### src/rtl/game_controller.sv
// Game-flow controller: menu, play, death, level-up, game-over and victory.
// Tracks level and lives, and emits sound requests and win/lose pulses.
module game_controller #(
    parameter int NUM_LEVELS  = 8,
    parameter int LIVES       = 3,
    parameter int HOLD_CYCLES = 50_000_000,
    parameter int LEVEL_W     = (NUM_LEVELS > 1) ? $clog2(NUM_LEVELS) : 1,
    parameter int LIVES_W     = $clog2(LIVES + 1)
) (
    input  logic               clk,
    input  logic               reset,
    input  logic [3:0]         dpad_input,
    input  logic               collision,
    input  logic               reached_end,
    output logic [2:0]         state,
    output logic [LEVEL_W-1:0] level,
    output logic [LIVES_W-1:0] lives,
    output logic               win,
    output logic               lose,
    output logic [1:0]         sound_sel,
    output logic               sound_play
);

    localparam int HOLD_W = (HOLD_CYCLES > 2) ? $clog2(HOLD_CYCLES) : 1;

    typedef enum logic [2:0] {
        MENU      = 3'd0,
        PLAYING   = 3'd1,
        DYING     = 3'd2,
        LEVEL_UP  = 3'd3,
        GAME_OVER = 3'd4,
        VICTORY   = 3'd5
    } state_e;

    typedef enum logic [1:0] {
        SND_UI_PRESS    = 2'd0,
        SND_NEXTLEVEL   = 2'd1,
        SND_CRASH       = 2'd2,
        SND_CELEBRATION = 2'd3
    } sound_e;

    localparam logic [LEVEL_W-1:0] LAST_LEVEL = LEVEL_W'(NUM_LEVELS - 1);
    localparam logic [LIVES_W-1:0] START_LIVES = LIVES_W'(LIVES);
    localparam logic [HOLD_W-1:0]  HOLD_LAST = HOLD_W'(HOLD_CYCLES - 1);

    state_e             state_q;
    logic [LEVEL_W-1:0] level_q;
    logic [LIVES_W-1:0] lives_q;
    logic [HOLD_W-1:0]  hold_q;
    logic [3:0]         dpad_q;
    logic               win_q;
    logic               lose_q;
    logic               play_q;
    sound_e             sel_q;

    logic press;
    logic hold_done;

    assign press     = (dpad_input != 4'h0) && (dpad_q == 4'h0);
    assign hold_done = (hold_q == HOLD_LAST);

    always_ff @(posedge clk) begin
        if (reset) begin
            // All-ones keeps a button held through reset from starting a game
            dpad_q  <= 4'hF;
            state_q <= MENU;
            level_q <= '0;
            lives_q <= START_LIVES;
            hold_q  <= '0;
            win_q   <= 1'b0;
            lose_q  <= 1'b0;
            play_q  <= 1'b0;
            sel_q   <= SND_UI_PRESS;
        end else begin
            dpad_q <= dpad_input;
            win_q  <= 1'b0;
            lose_q <= 1'b0;
            play_q <= 1'b0;
            case (state_q)
                MENU: begin
                    if (press) begin
                        state_q <= PLAYING;
                        level_q <= '0;
                        lives_q <= START_LIVES;
                        hold_q  <= '0;
                        play_q  <= 1'b1;
                        sel_q   <= SND_UI_PRESS;
                    end
                end
                PLAYING: begin
                    if (collision) begin
                        lives_q <= lives_q - LIVES_W'(1);
                        lose_q  <= 1'b1;
                        play_q  <= 1'b1;
                        sel_q   <= SND_CRASH;
                        hold_q  <= '0;
                        if (lives_q == LIVES_W'(1)) begin
                            state_q <= GAME_OVER;
                        end else begin
                            state_q <= DYING;
                        end
                    end else if (reached_end) begin
                        play_q <= 1'b1;
                        hold_q <= '0;
                        if (level_q == LAST_LEVEL) begin
                            state_q <= VICTORY;
                            win_q   <= 1'b1;
                            sel_q   <= SND_CELEBRATION;
                        end else begin
                            state_q <= LEVEL_UP;
                            level_q <= level_q + LEVEL_W'(1);
                            sel_q   <= SND_NEXTLEVEL;
                        end
                    end
                end
                DYING, LEVEL_UP: begin
                    if (hold_done) begin
                        state_q <= PLAYING;
                        hold_q  <= '0;
                    end else begin
                        hold_q <= hold_q + HOLD_W'(1);
                    end
                end
                GAME_OVER, VICTORY: begin
                    // Counter saturates; presses count only once it has
                    if (!hold_done) begin
                        hold_q <= hold_q + HOLD_W'(1);
                    end else if (press) begin
                        state_q <= MENU;
                        hold_q  <= '0;
                        play_q  <= 1'b1;
                        sel_q   <= SND_UI_PRESS;
                    end
                end
                default: begin
                    state_q <= MENU;
                    hold_q  <= '0;
                end
            endcase
        end
    end

    assign state      = state_q;
    assign level      = level_q;
    assign lives      = lives_q;
    assign win        = win_q;
    assign lose       = lose_q;
    assign sound_sel  = sel_q;
    assign sound_play = play_q;

endmodule

### config.mk
export PLATFORM = sky130hd
export DESIGN_NAME = game_controller
export DESIGN_NICKNAME = d
export VERILOG_FILES = /design/src/rtl/game_controller.sv
export SDC_FILE = /design/constraint.sdc
export NUM_CORES = 1
export LEC_CHECK = 0
export CAP_MARGIN = 20
export CELL_PAD_IN_SITES_DETAIL_PLACEMENT = 1
export CELL_PAD_IN_SITES_GLOBAL_PLACEMENT = 1
export CORE_MARGIN = 2
export CORE_UTILIZATION = 46
export DETAILED_ROUTE_END_ITERATION = 12
export PLACE_DENSITY_LB_ADDON = 0.1
export SYNTH_ARGS = -nofsm -noshare
export SYNTH_HDL_FRONTEND = slang
export SYNTH_SLANG_ARGS = --single-unit
### constraint.sdc
create_clock -name clk -period 6.2 [get_ports clk]
set_input_delay 0.62 -clock clk [delete_from_list [all_inputs] [get_ports clk]]
set_output_delay 0.62 -clock clk [all_outputs]
set_load 0.01 [all_outputs]
# Yosys cells after proc, flatten, opt, wreduce, memory -nomap -nowiden
# Cells that the tools add are included.
# classes
n_reduce_logical,14
addsub,3
n_bitwise,2
n_mux,35
n_eq_ne,17
# op_table
cell,count
26-bit two-way mux,5
26-bit one-hot mux with 4 select lines,1
3-bit two-way mux,11
26-bit by 1-bit adder with 26-bit output (second input constant),1
26-bit equality test (second input constant),1
2-bit != test (second input constant),8
2-bit two-way mux,7
3-bit one-hot mux with 4 select lines,1
5-bit AND reduction,2
3-bit equality test (second input constant),3
3-bit by 2-bit equality test with 1-bit output (second input constant),2
1-bit two-way mux,6
2-bit one-hot mux with 3 select lines,1
3-bit one-hot mux with 2 select lines,1
3-bit AND reduction,2
2-bit OR reduction,3
4-bit logical NOT,1
2-bit one-hot mux with 2 select lines,1
4-bit nonzero test,1
4-bit OR reduction,1
3-bit by 1-bit adder with 3-bit output (second input constant),1
3-bit by 1-bit equality test with 1-bit output (second input constant),1
3-bit logical NOT,1
3-bit != test (second input constant),1
other kinds (7),8
# totals
register_bits,43
input_bits,8
word_cells,80
out_inout_bits,13

# Depth between registers and ports, before layout
# Gate-level depths: netlist of run 1.
# logic_depth
depth_word,5
mapped_depth,8
depth_no_buf,7

# Worst setup path after synthesis of run 1
# OpenSTA, ideal clock, no wires.
# synth_timing
path_kind,input-to-reg
startpoint,in dpad_input[3]
endpoint,reg hold_q[8]
setup_ps,106
required_ps,6094
cell_stages,6
arrival_ps,2238
path_slack_ps,3856
n_path_buf,0
cell_sequence,or4_1 a21oi_1 a21oi_2 nor2_2 o21ai_0 o311ai_0
# synth_between
elab_chain_len,5
# synth_lines
element,line,source
start: declaration,12,"input logic [3:0] dpad_input,"
4-bit nonzero test (*),59,assign press = (dpad_input != 4'h0) && (dpad_q == 4'h0);
1-bit logical AND (*),59,
26-bit two-way mux (*),n/a,
26-bit two-way mux,n/a,
26-bit one-hot mux with 4 select lines (*),n/a,
end signal: assignment,121,hold_q <= hold_q + HOLD_W'(1);
end signal: assignment,127,hold_q <= hold_q + HOLD_W'(1);
end: declaration,49,logic [HOLD_W-1:0] hold_q;
# Every way passes the cells marked *; elsewhere a longest branch is shown, timed or not.
# A chain may end at the register's enable or synchronous reset.

# Final worst setup path of run 1
# Same ends and word-level chain as after synthesis.

==> qor.csv, run 1 <==
metric,value,unit
post_cts_buffers,0,
synth-simple-area-share,34.0,%
avgRoutedWirePerCell,18.3,um
synth_top_area_share,35.7,%
nNetsFinal,331,
avgSynthCellArea,8.04,um^2
cts_hold_buf,0,
diodes,0,
status,"finished, final reports clean",
syn_to_final_growth,14.2,%
slew_headroom,40.2,%
final.setup_skew,0.00380,ns
portBuffers,20,
dp_hpwl,5140,um
drtAntennaViolNets,0,
synthCells,300,
start_kind,primary input,
drtIter0Drc,162,
synth-seq-cells,43,
ys_top_cells_by_area,"dfxtp_1 36%, nor2_1 4.8%, a21oi_1 4.6%",
clockBufferDepth,2,
synth_area_leader_cell,dfxtp_1,
cts_root_buffer,clkbuf_8,
start_util,47.5,%
critPathKind,in2reg,
wl_met1,3300,um
core-area,5070,um^2
setup_viol,0,
cts.sinks,43,
synth_xor_area_share,0.363,%
netlist_area,2410,um^2
cts_tree,built,
h-tree-depth,2,
grt_max_degree,45,
synth.area.mux_share,2.13,%
synth_cell_type_count,61,
p_leak,0.914,nW
synth-compound-area-share,23.3,%
fmax,0.347,GHz
ys_seq_area_share,35.7,%
slew_viol_final,0,
crit_start,dpad_input[3],
crit_end,hold_q[8],
end_kind,register,
r2r_slack,3.48,ns
grt-ovfl-total,0,
worst_ep_arrival_time,3.08,ns
drtPass1Iterations,4,
cellPowerDensity,206,nW/um^2
cp.required,6.40,ns
rr_worst_depth,6,
peakVddDrop,113,uV
die_w,76.4,um
synth_edf_count,0,
finalHoldViolCount,0,
worst_pin_slew,0.892,ns
drc_errors,0,
numCtsBuffers,5,
chipHeight,76.4,um
highest_layer,met4,
period_share,46.5,%
drive_gt1_share,9.12,%
cts_resized,0,
routabilityCongestion,0.832,
synth_fa_ha_area_share,2.07,%
rsz0062_at_grt,false,
grt_pass1_vias,2415,
fin_worst_hold_slack,0.500,ns
async_flop_share,0,%
timing.rr.end,hold_q[8],
clk_latency,0.30,ns
path_clk_slew,0.08,ns
routed_wl,7120,um
grt_pass1_wl,12000,um
r2r_start,state[1],
synth_ff_type,dfxtp_1,
tns,0,ns
synth_top_family_by_area,simple AND/OR/NAND/NOR gates,
syn_nets,312,
cp_max_fo,9,
vias,2438,
antenna_found_initial,0,
rows,26,
grt_usage,25.2,%
min_period,2.88,ns
via_per_inst,6.28,
ioPinCount,21,
cap_violations,0,
die-area,5840,um^2
hold_class,reg2reg,
dr_wl_met3,362,um
wl_met2,3410,um
yosys_warnings,0,
[worst min-delay path by stage]
stage,end,startpoint,cells past startpoint
after global routing,sound_sel[1],sound_sel[1],2
final,sound_sel[1],sound_sel[1],2
after global placement,sound_sel[0],sound_sel[0],2
after floorplan,hold_q[6],hold_q[6],1
after CTS,sound_sel[1],sound_sel[1],2
after detailed placement,sound_sel[1],sound_sel[1],2
[final cells by class]
class | count | area, um^2
multi-input cells | 242 | 1490
repair buffers | 24 | 230
flip-flops and latches | 43 | 861
well taps | 70 | 87.6
fillers | 664 | 2320
inverters | 3 | 11.3
clock buffers | 6 | 72.6
[flip-flops by register name, summed over array words and instances (netlist names)]
register / flops
lose: 1
sound_sel: 2
level: 3
lives: 2
win: 1
state: 3
dpad_q: 4
sound_play: 1
hold_q: 26
[cells in the final DEF (no fill, tap or decap), types with 6 or more instances in the layout]
cell             netlist  routed
nor3_1                11      11
nand2b_1               8       8
and3_1                 6       6
nand2_1               25      25
dfxtp_1               43      43
nand3_1               21      21
nand4_1                6       6
nor2_1                31      31
a21oi_1               22      22
o21ai_0               16      16
clkdlybuf4s50_1        0      20
[synthesized netlist by cell type (3+ instances only)]
| cell type | n |
|---|---|
| inv_1 | 3 |
| o21ai_0 | 16 |
| and3_1 | 6 |
| nand3_1 | 21 |
| o211ai_1 | 5 |
| or4_1 | 4 |
| and4_1 | 5 |
| clkbuf_1 | 7 |
| ha_1 | 4 |
| nor2_1 | 31 |
| nand3b_1 | 3 |
| a22o_1 | 3 |
| buf_1 | 3 |
| or2_2 | 5 |
| a21oi_1 | 22 |
| nor2b_1 | 3 |
| o21a_1 | 3 |
| a311oi_1 | 4 |
| dfxtp_1 | 43 |
| o31ai_1 | 3 |
| nand2_1 | 25 |
| mux2i_1 | 4 |
| nor4_1 | 5 |
| nor3_1 | 11 |
| o22ai_1 | 3 |
| nand4_1 | 6 |
| nand2b_1 | 8 |
| nor3b_1 | 3 |
[metrics by stage]
step	util, %	instance area (um^2)	worst slack (ns)	instances	total power [W]
2_1_floorplan	-	2410	3.86	300	0.000367
3_3_place_gp	52.7	2680	3.14	381	0.000403
3_5_place_dp	52.7	2680	3.04	381	0.000404
4_1_cts	54.1	2750	3.34	387	0.000572
5_1_grt	54.3	2760	3.15	388	0.000595
6_report	54.3	2760	3.32	388	0.000567
[power by group]
group / total [W] / internal (W) / leakage [nW] / switching [W]
combinational: 0.000106 / 0.0000408 / 0.529 / 0.0000652
sequential: 0.000294 / 0.000283 / 0.348 / 0.0000111
clock: 0.000167 / 0.0000752 / 0.0371 / 0.0000922
total: 0.000567 / 0.000399 / 0.914 / 0.000169
[kinds of logic (layout without fill, tap and decap cells)]
group	Yosys count	after routing
multiplexers	5	5
flip-flops	43	43
buffers and inverters	15	33
AND/OR/NAND/NOR	150	150
AO/OA/AOI/OAI	82	82
XOR/XNOR	1	1
adder cells (fa/ha/maj)	4	4
[metal layers]
metal	GRT usage [%]	up-vias
met4	5.64	0
li1	-	1170
met3	4.27	4
met1	34.2	1212
met5	0	-
met2	41.9	52
[critical path, cell delays in order]
cell and delay [ns]:
clkdlybuf4s50_1 0.42, or4_1 0.56, a21oi_1 0.64, a21oi_2 0.21
nor2_2 0.38, o21ai_0 0.15, o311ai_0 0.10
(Power assumes the default switching activity.)
==> inputs of run 2 (changes only) <==
--- a/config.mk
+++ b/config.mk
@@ -9,7 +9,7 @@
 export CELL_PAD_IN_SITES_DETAIL_PLACEMENT = 1
 export CELL_PAD_IN_SITES_GLOBAL_PLACEMENT = 1
 export CORE_MARGIN = 2
-export CORE_UTILIZATION = 46
+export CORE_UTILIZATION = 43
 export DETAILED_ROUTE_END_ITERATION = 12
 export PLACE_DENSITY_LB_ADDON = 0.1
 export SYNTH_ARGS = -nofsm -noshare
==> constraint.sdc (replaced) <==
create_clock -name clk -period 2.7 [get_ports clk]
set_input_delay 0.27 -clock clk [delete_from_list [all_inputs] [get_ports clk]]
set_output_delay 0.27 -clock clk [all_outputs]
set_load 0.01 [all_outputs]
==> run 2 against run 1 <==
Setup slack worse by 3.1 ns. Total power up 140%. Via count up 1.1%. Global-route usage up 0.078 points. Critical path depth down 1. Cell area up 4.4%. Utilization down 1.7 points. Clock skew up 0.0066 ns. Largest cell class unchanged. Highest routed layer unchanged.
==> qor.csv, run 2 (synthesized netlist as in run 1, its figures left out) <==
metric,value,unit,change
critPathMaxStageDelay,0.50,ns,was 0.64 ns
setup_viol,0,,unchanged
final.setup_skew,0.0104,ns,was 0.00380 ns
worst_pin_slew,0.551,ns,was 0.892 ns
tns,0,ns,unchanged
reg_top3,"hold_q x26, dpad_q x4",,unchanged
utilization,52.6,%,was 54.3%
gr-max-usage-layer,met2,,unchanged
met1_usage,34.8,%,was 34.2%
critPathKind,reg2reg,,was in2reg
ioPinCount,21,,unchanged
end_kind,register,,unchanged
drtAntennaViolNets,0,,unchanged
status,"finished, final reports clean",,unchanged
die-area,6230,um^2,was 5840 um^2
grt_pass1_wl,12300,um,was 12000 um
die_w,78.9,um,was 76.4 um
drive_gt1_share,13.2,%,was 9.12%
portBuffers,20,,unchanged
path_clk_slew,0.08,ns,about the same
min_period,2.49,ns,
post_cts_buffers,0,,unchanged
final_cell_mix,"43 x dfxtp_1, 31 x nor2_1, 25 x nand2_1",,unchanged
slowest_stage,or4_4,,was a21oi_1
peakVddDrop,237,uV,was 113 uV
routed_wl,7460,um,was 7120 um
grt-ovfl-total,0,,unchanged
routabilityCongestion,0.852,,was 0.832
cap_violations,0,,unchanged
period_share,92.4,%,
cts_tree,built,,unchanged
cellPowerDensity,472,nW/um^2,was 206 nW/um^2
critPathTopFamily,simple AND/OR/NAND/NOR gates,,was compound AO/OA/AOI/OAI gates
worst_ep_arrival_time,2.73,ns,was 3.08 ns
cp_max_fo,7,,was 9
clk_latency,0.30,ns,about the same
cp.required,2.93,ns,was 6.40 ns
drtIter0Drc,174,,was 162
slew_viol_final,0,,unchanged
start_util,44.1,%,was 47.5%
drtPass1Iterations,4,,unchanged
cp.buffers_inverters,0,,was 1
start_kind,register,,was primary input
rsz0062_at_grt,false,,unchanged
grt_use_met2,40.9,%,was 41.9%
cts_hold_buf,0,,unchanged
cts.sinks,43,,unchanged
rows,27,,was 26
hold_class,reg2reg,,unchanged
antenna_found_initial,0,,unchanged
vias,2464,,was 2438
core-area,5470,um^2,was 5070 um^2
h-tree-depth,2,,unchanged
slew_headroom,62.9,%,was 40.2%
finalHoldViolCount,0,,unchanged
fmax,0.401,GHz,
dp_cells,397,,was 381
cts_root_buffer,clkbuf_8,,unchanged
grt_usage,25.2,%,about the same
diodes,0,,unchanged
path_cells,"ha_1, nand3_1, or4_4, or3_4, a2111oi_4, nor3b_2",,"was clkdlybuf4s50_1, or4_1, a21oi_1, a21oi_2, nor2_2, o21ai_0, o311ai_0"
nNetsFinal,344,,was 331
chipHeight,78.9,um,was 76.4 um
dp_hpwl,5490,um,was 5140 um
grt_pass1_vias,2427,,was 2415
drc_errors,0,,unchanged
p_leak,0.983,nW,was 0.914 nW
syn_to_final_growth,19.2,%,was 14.2%
largest_reg_flops,26,,unchanged
numCtsBuffers,5,,unchanged
avgRoutedWirePerCell,18.4,um,was 18.3 um
clockBufferDepth,2,,unchanged
stdcell_count,405,,was 388
grt_max_degree,29,,was 45
via_per_inst,6.08,,was 6.28
top_register,hold_q,,unchanged
final_common_cell,dfxtp_1,,unchanged
use_met3,3.64,%,was 4.27%
cts_resized,0,,unchanged
[run 2: path summary, 6_finish.rpt]
check | to | slack [ns] | from | cells after the start
worst max-delay path | sound_play | 0.21 | hold_q[0] | 6
worst min-delay path | hold_q[24] | 0.52 | hold_q[24] | 2
worst max register to register | sound_play | 0.21 | hold_q[0] | 6
worst min register to register | hold_q[24] | 0.52 | hold_q[24] | 2
[run 2: power by group]
group / total (W) / internal [W] / switching [W]
Sequential: 0.000660 / 0.000649 / 0.0000108
Clock: 0.000410 / 0.000181 / 0.000229
Combinational: 0.000289 / 0.000111 / 0.000179
Total: 0.00136 / 0.000941 / 0.000418
[run 2: area by class of cell]
cell class	instances	area [um^2]
clock buffers	6	72.6
fillers	699	2600
clock inverters	2	12.5
inverters	3	11.3
flip-flops and latches	43	861
repair buffers	37	328
multi-input cells	242	1500
well taps	72	90.1
[run 2: worst register-to-register path, cell delays in order, from the launching register on]
cell and delay, ns:
dfxtp_1 0.44, ha_1 0.26, nand3_1 0.19, or4_4 0.50, or3_4 0.38, a2111oi_4 0.43
nor3b_2 0.22
[run 2: metal layers]
layer,up-vias,wire length (um),part of all wire (%)
met5,-,0,0
met4,0,143,1.9
met3,13,269,3.6
met2,38,3390,45
met1,1211,3660,49
li1,1202,-,-
[run 2: metrics by stage]
stage / hold slack (ns) / setup slack, ns / total power, W / area, um^2
after floorplan: 0.377 / 0.498 / 0.000843 / 2410
after global placement: 0.469 / 0.277 / 0.000955 / 2780
after detailed placement: 0.501 / 0.250 / 0.000958 / 2780
after CTS: 0.529 / 0.221 / 0.00136 / 2870
after global routing: 0.540 / 0.0731 / 0.00142 / 2880
final: 0.521 / 0.206 / 0.00136 / 2880
==> RTL edit 1 (settings of run 2) <==
Set the parameter `LIVES` to 5 (it was 3).
--- a/src/rtl/game_controller.sv
+++ b/src/rtl/game_controller.sv
@@ -2,7 +2,7 @@
 // Tracks level and lives, and emits sound requests and win/lose pulses.
 module game_controller #(
     parameter int NUM_LEVELS  = 8,
-    parameter int LIVES       = 3,
+    parameter int LIVES       = 5,
     parameter int HOLD_CYCLES = 50_000_000,
     parameter int LEVEL_W     = (NUM_LEVELS > 1) ? $clog2(NUM_LEVELS) : 1,
     parameter int LIVES_W     = $clog2(LIVES + 1)
Ports: changed (resized lives); port bits go from 21 to 22. No check against the original RTL was run, so the function may have changed too.
==> RTL edit 1 against run 2 <==
  * Hold slack got worse by 49 ps
  * Sequential cell count increased by 1
  * Cell area up 4.4%
  * Utilization fell by 0.90 points
  * Cell count grew 5.2%
  * Worst setup slack improved by 75 ps
  * Highest routed layer unchanged
  * First-iteration DRC count fell by 5.7%
  * Synthesized area rose by 6.0%
  * Largest cell class unchanged
  * Wire length grew 8.5%
Power is not compared: it rests on default switching activity, and its combinational part moved more than twofold at a synthesized area within 25%.
==> RTL edit 1: results (changes against run 2) <==
Met1 Wirelength=3960 um (+8.4%); synth cell count leaders=dfxtp_1, nand2_1, o21ai_0; Port Buf Inserts=21 (+5.0%); main area contributors after synthesis=dfxtp_1, nand2_1, o21ai_0; Worst Max-Slew Pin Slew=689 ps (+138 ps); Nets=364 (+5.8%); global-route wire length before repair=13400 um (+8.7%); post-synthesis xor/xnor area fraction=1.37% (+1.0 points); fin area=3000 um2 (+4.4%); worst path arrival time=2620 ps (-110 ps); Seq/total area=29.3% (-0.60 points); count of cell types in the netlist=55 (-9.8%); GPL Wtd Cong=0.927 (+8.7%); largest net degree at the start of global routing=23 (-21%); Area after DPL=2910 um2 (+4.5%); Non-clock buffers=36 (-2.7%); Non-clock inverters=8 (+5); Clock-cell share=3.21% (+0.25 points); clock buffers=7 (+1); DR WL met2=3700 um (+9.0%); Mean Syn Cell Area=7.89 um2 (-1.9%); multi-input gates=256 (+5.8%); R2R Setup Slk=280 ps (+80 ps); outcome=completed; Initial DRC Count=164 (-5.7%); vias in the first global route=2611 (+7.6%); buffering overhead=10.7% (-0.65 points); proportion of synthesized area in mux cells=0.783% (-1.3 points); met3 wire len=317 um (+18%); Crit Path Max Fanout=6 (-1); DRT Wirelength=8090 um (+8.5%); multi-input logic area=1580 um2 (+5.3%); DIE AREA=6580 um2 (+5.7%); adder-cell share of the synthesized area=2.45% (+0.37 points); Via-to-Cell Ratio=6.18 (+1.6%); CTS sink cnt=44 (+2.3%)
-- RTL edit 1: worst min path at each step --
stage          slack [ps]  cells after the start                        end                       from
5_1_grt               510                      2      level[2]$_SDFFE_PP0P_      level[2]$_SDFFE_PP0P_
3_5_place_dp          470                      2      lives[1]$_SDFFE_PP0P_      lives[1]$_SDFFE_PP0P_
4_1_cts               480                      2      lives[1]$_SDFFE_PP0P_      lives[1]$_SDFFE_PP0P_
2_1_floorplan         380                      1       dpad_q[0]$_SDFF_PP1_              dpad_input[0]
3_3_place_gp          450                      2  sound_sel[0]$_SDFFE_PP0P_  sound_sel[0]$_SDFFE_PP0P_
6_report              470                      2      lives[1]$_SDFFE_PP0P_      lives[1]$_SDFFE_PP0P_
-- RTL edit 1: routing by layer --
layer  GRT usage, %  vias to the layer above
met5              0                        -
met4           4.58                        0
met3           3.67                       11
met2           42.2                       46
met1           38.1                     1295
li1               -                     1281
-- RTL edit 1: logic make-up (layout without fill, tap and decap cells) --
group,Yosys count,in the layout
xor gates and xnor gates,4,4
AOI/OAI and AO/OA,98,98
adders and majority gates,5,5
muxes,2,2
DFF,44,44
buffers and inverters,24,51
and+or+nand+nor,147,147
-- RTL edit 1: power groups by stage --
stage	logic (uW)	clock network, uW	registers (uW)
after global placement	54.9	0	669
after floorplan	27.1	0	669
final	57.0	460	654
after global routing	61.7	501	654
after detailed placement	56.2	0	669
after CTS	56.5	469	654
-- RTL edit 1: worst max-delay path: stages (launching register included) --
cell and delay [ps]:
dfxtp_1 390, ha_1 240, nand4_1 240, or3_1 490
nor3_2 360, a21oi_1 280, a311oi_1 330
==> RTL edit 2 (flow settings as in run 2) <==
Made on the original files. Make the reset (`reset`) asynchronous in one clocked block.
--- a/src/rtl/game_controller.sv
+++ b/src/rtl/game_controller.sv
@@ -59,7 +59,7 @@
     assign press     = (dpad_input != 4'h0) && (dpad_q == 4'h0);
     assign hold_done = (hold_q == HOLD_LAST);
 
-    always_ff @(posedge clk) begin
+    always_ff @(posedge clk or posedge reset) begin
         if (reset) begin
             // All-ones keeps a button held through reset from starting a game
             dpad_q  <= 4'hF;
Check against the original RTL: differs if reset is asserted again (counterexample within 4 cycles, from zero or initial values and one cycle with reset high); with reset held inactive, the same outputs for 10 cycles.
==> RTL edit 2 against run 2 <==
  * Die area up 5.7%
  * Wire length down 3.0%
  * Utilization down 0.36 points
  * Via count down 4.8%
  * Cell area up 6.2%
  * Sequential share of layout area up 5.6 points
  * Clock skew down 1.2 ps
  * Worst setup slack better by 150 ps
  * Sequential cell count unchanged
  * Synthesized area up 6.0%
  * Largest cell class unchanged
Power is not compared: it rests on default switching activity, and its combinational part moved more than twofold at a synthesized area within 25%.
==> RTL edit 2: results (changes against run 2) <==
outcome=completed; path depth of the worst reg2reg path=5 (-1); adder-cell share of the synthesized area=1.96% (-0.12 points); DP HPWL=5400 um (-1.6%); grt met3 use=3.56% (-0.081 points); clock skew=9.16 ps (-1.22 ps); synth cell count leaders=dfrtp_1, nand2_1, nand3_1; DRT Wirelength=7240 um (-3.0%); proportion of synthesized area in mux cells=2.84% (+0.71 points); gr usage total=24.2% (-1.1 points); sequential fraction of the synthesis area=42.4% (+6.7 points); post-synth net total=291 (-6.7%); Max Root-Sink Buffers=2 (unchanged); count of cell types in the netlist=54 (-11%); M2 GR Usage=36.4% (-4.5 points); vias in the first global route=2393 (-1.4%); main area contributors after synthesis=dfrtp_1, dfstp_2, a31oi_1; Slew HR=47.3% (-16 points); layout cells sized above 1=14.9% (+1.7 points); largest net degree at the start of global routing=28 (-3.4%); LEAKAGE=around 0.0013 uW; postcts setup bufs=0 (unchanged); cts hold-fix bufs=0 (unchanged); worst slack at placement=286 ps (+36.0 ps); sequential power share=a little under a third; ys async rst share=100% (+100 points); Crit Path Max Fanout=12 (+5); antenna violations before repair=0 (unchanged); Syn. warnings=0 (unchanged); Worst IR Drop VDD=roughly 0.00042 V; Initial DRC Count=138 (-21%); global routing usage on met1=36.3% (+1.5 points); Via-to-Cell Ratio=6.01 (-1.2%); Root Driver=clkbuf_8; Port Buf Inserts=20 (unchanged); DR pass1 iterations=4 (unchanged); R2R Setup Slk=350 ps (+150 ps); hold_ws=260 ps (-261 ps); # placed instances=382 (-3.8%); clk_lat worst skew=300 ps (about the same); R2R Path Start=hold_q[9]$_DFFE_PP0P_; GPL Wtd Cong=0.828 (-2.8%); Area after DPL=2940 um2 (+5.5%); overall power=around 2800 uW; Synth Area in Compound Gates=20.4% (-2.9 points); global-route wire length before repair=12100 um (-1.9%); final cycle utilization of the critical path=87.0% (-5.4 points); worst path arrival time=2530 ps (-200 ps); wire per inst=18.6 um (+0.74%); Cells after Synth=279 (-7.0%); # fillers=686 (-1.9%); Hold Crit Class=primary input to async pin; antenna cells=0 (unchanged); Psw=between 1000 and 1500 uW; Nets=326 (-5.2%); clock power share=18.8%; post-synthesis xor/xnor area fraction=0.342% (-0.021 points); R2R Path End=hold_q[8]$_DFFE_PP0P_; Max stage delay on crit path=670 ps (+170 ps)
==> RTL edit 2: changes by cell type after synthesis, sizes merged, moves of 6 or more <==
cell,delta
a21oi,-8
nor2,-16
dfxtp,-43
dfstp,+6
inv,+8
dfrtp,+37
and2,+8
a31oi,+16
==> RTL edit 2: routing by layer <==
metal | routed length [um] | part of all wire, % | vias to the layer above
li1 | - | - | 1136
met1 | 3600 | 50 | 1156
met2 | 3270 | 45 | 45
met3 | 272 | 3.8 | 8
met4 | 97 | 1.3 | 0
met5 | 0 | 0 | -
==> RTL edit 2: critical path: cells and delay by family (launching register included) <==
kind / cells / cell delay, ps
flops: 1 / 490
simple gates: 4 / 1430
compound gates: 1 / 310
==> RTL edit 2: worst max-delay path by stage <==
| stage | from | endpoint | cells past startpoint |
|---|---|---|---|
| after global routing | hold_q[1]$_DFFE_PP0P_ | hold_q[22]$_DFFE_PP0P_ | 8 |
| after detailed placement | dpad_input[3] | sound_sel[1]$_DFFE_PP0P_ | 6 |
| after global placement | dpad_input[3] | sound_sel[0]$_DFFE_PP0P_ | 6 |
| final | hold_q[9]$_DFFE_PP0P_ | hold_q[8]$_DFFE_PP0P_ | 5 |
| after CTS | hold_q[9]$_DFFE_PP0P_ | hold_q[8]$_DFFE_PP0P_ | 5 |
| after floorplan | hold_q[0]$_DFFE_PP0P_ | hold_q[10]$_DFFE_PP0P_ | 7 |
==> RTL edit 2: area by class of cell <==
cell class | count | area (um2) | area share (%)
Multi-Input combinational cell | 212 | 1360 | 44.5
Sequential cell | 43 | 1080 | 35.5
Timing Repair Buffer | 41 | 358 | 11.7
Tap cell | 75 | 93.8 | 3.07
Clock buffer | 6 | 82.6 | 2.70
Inverter | 11 | 41.3 | 1.35
Clock inverter | 2 | 35.0 | 1.15
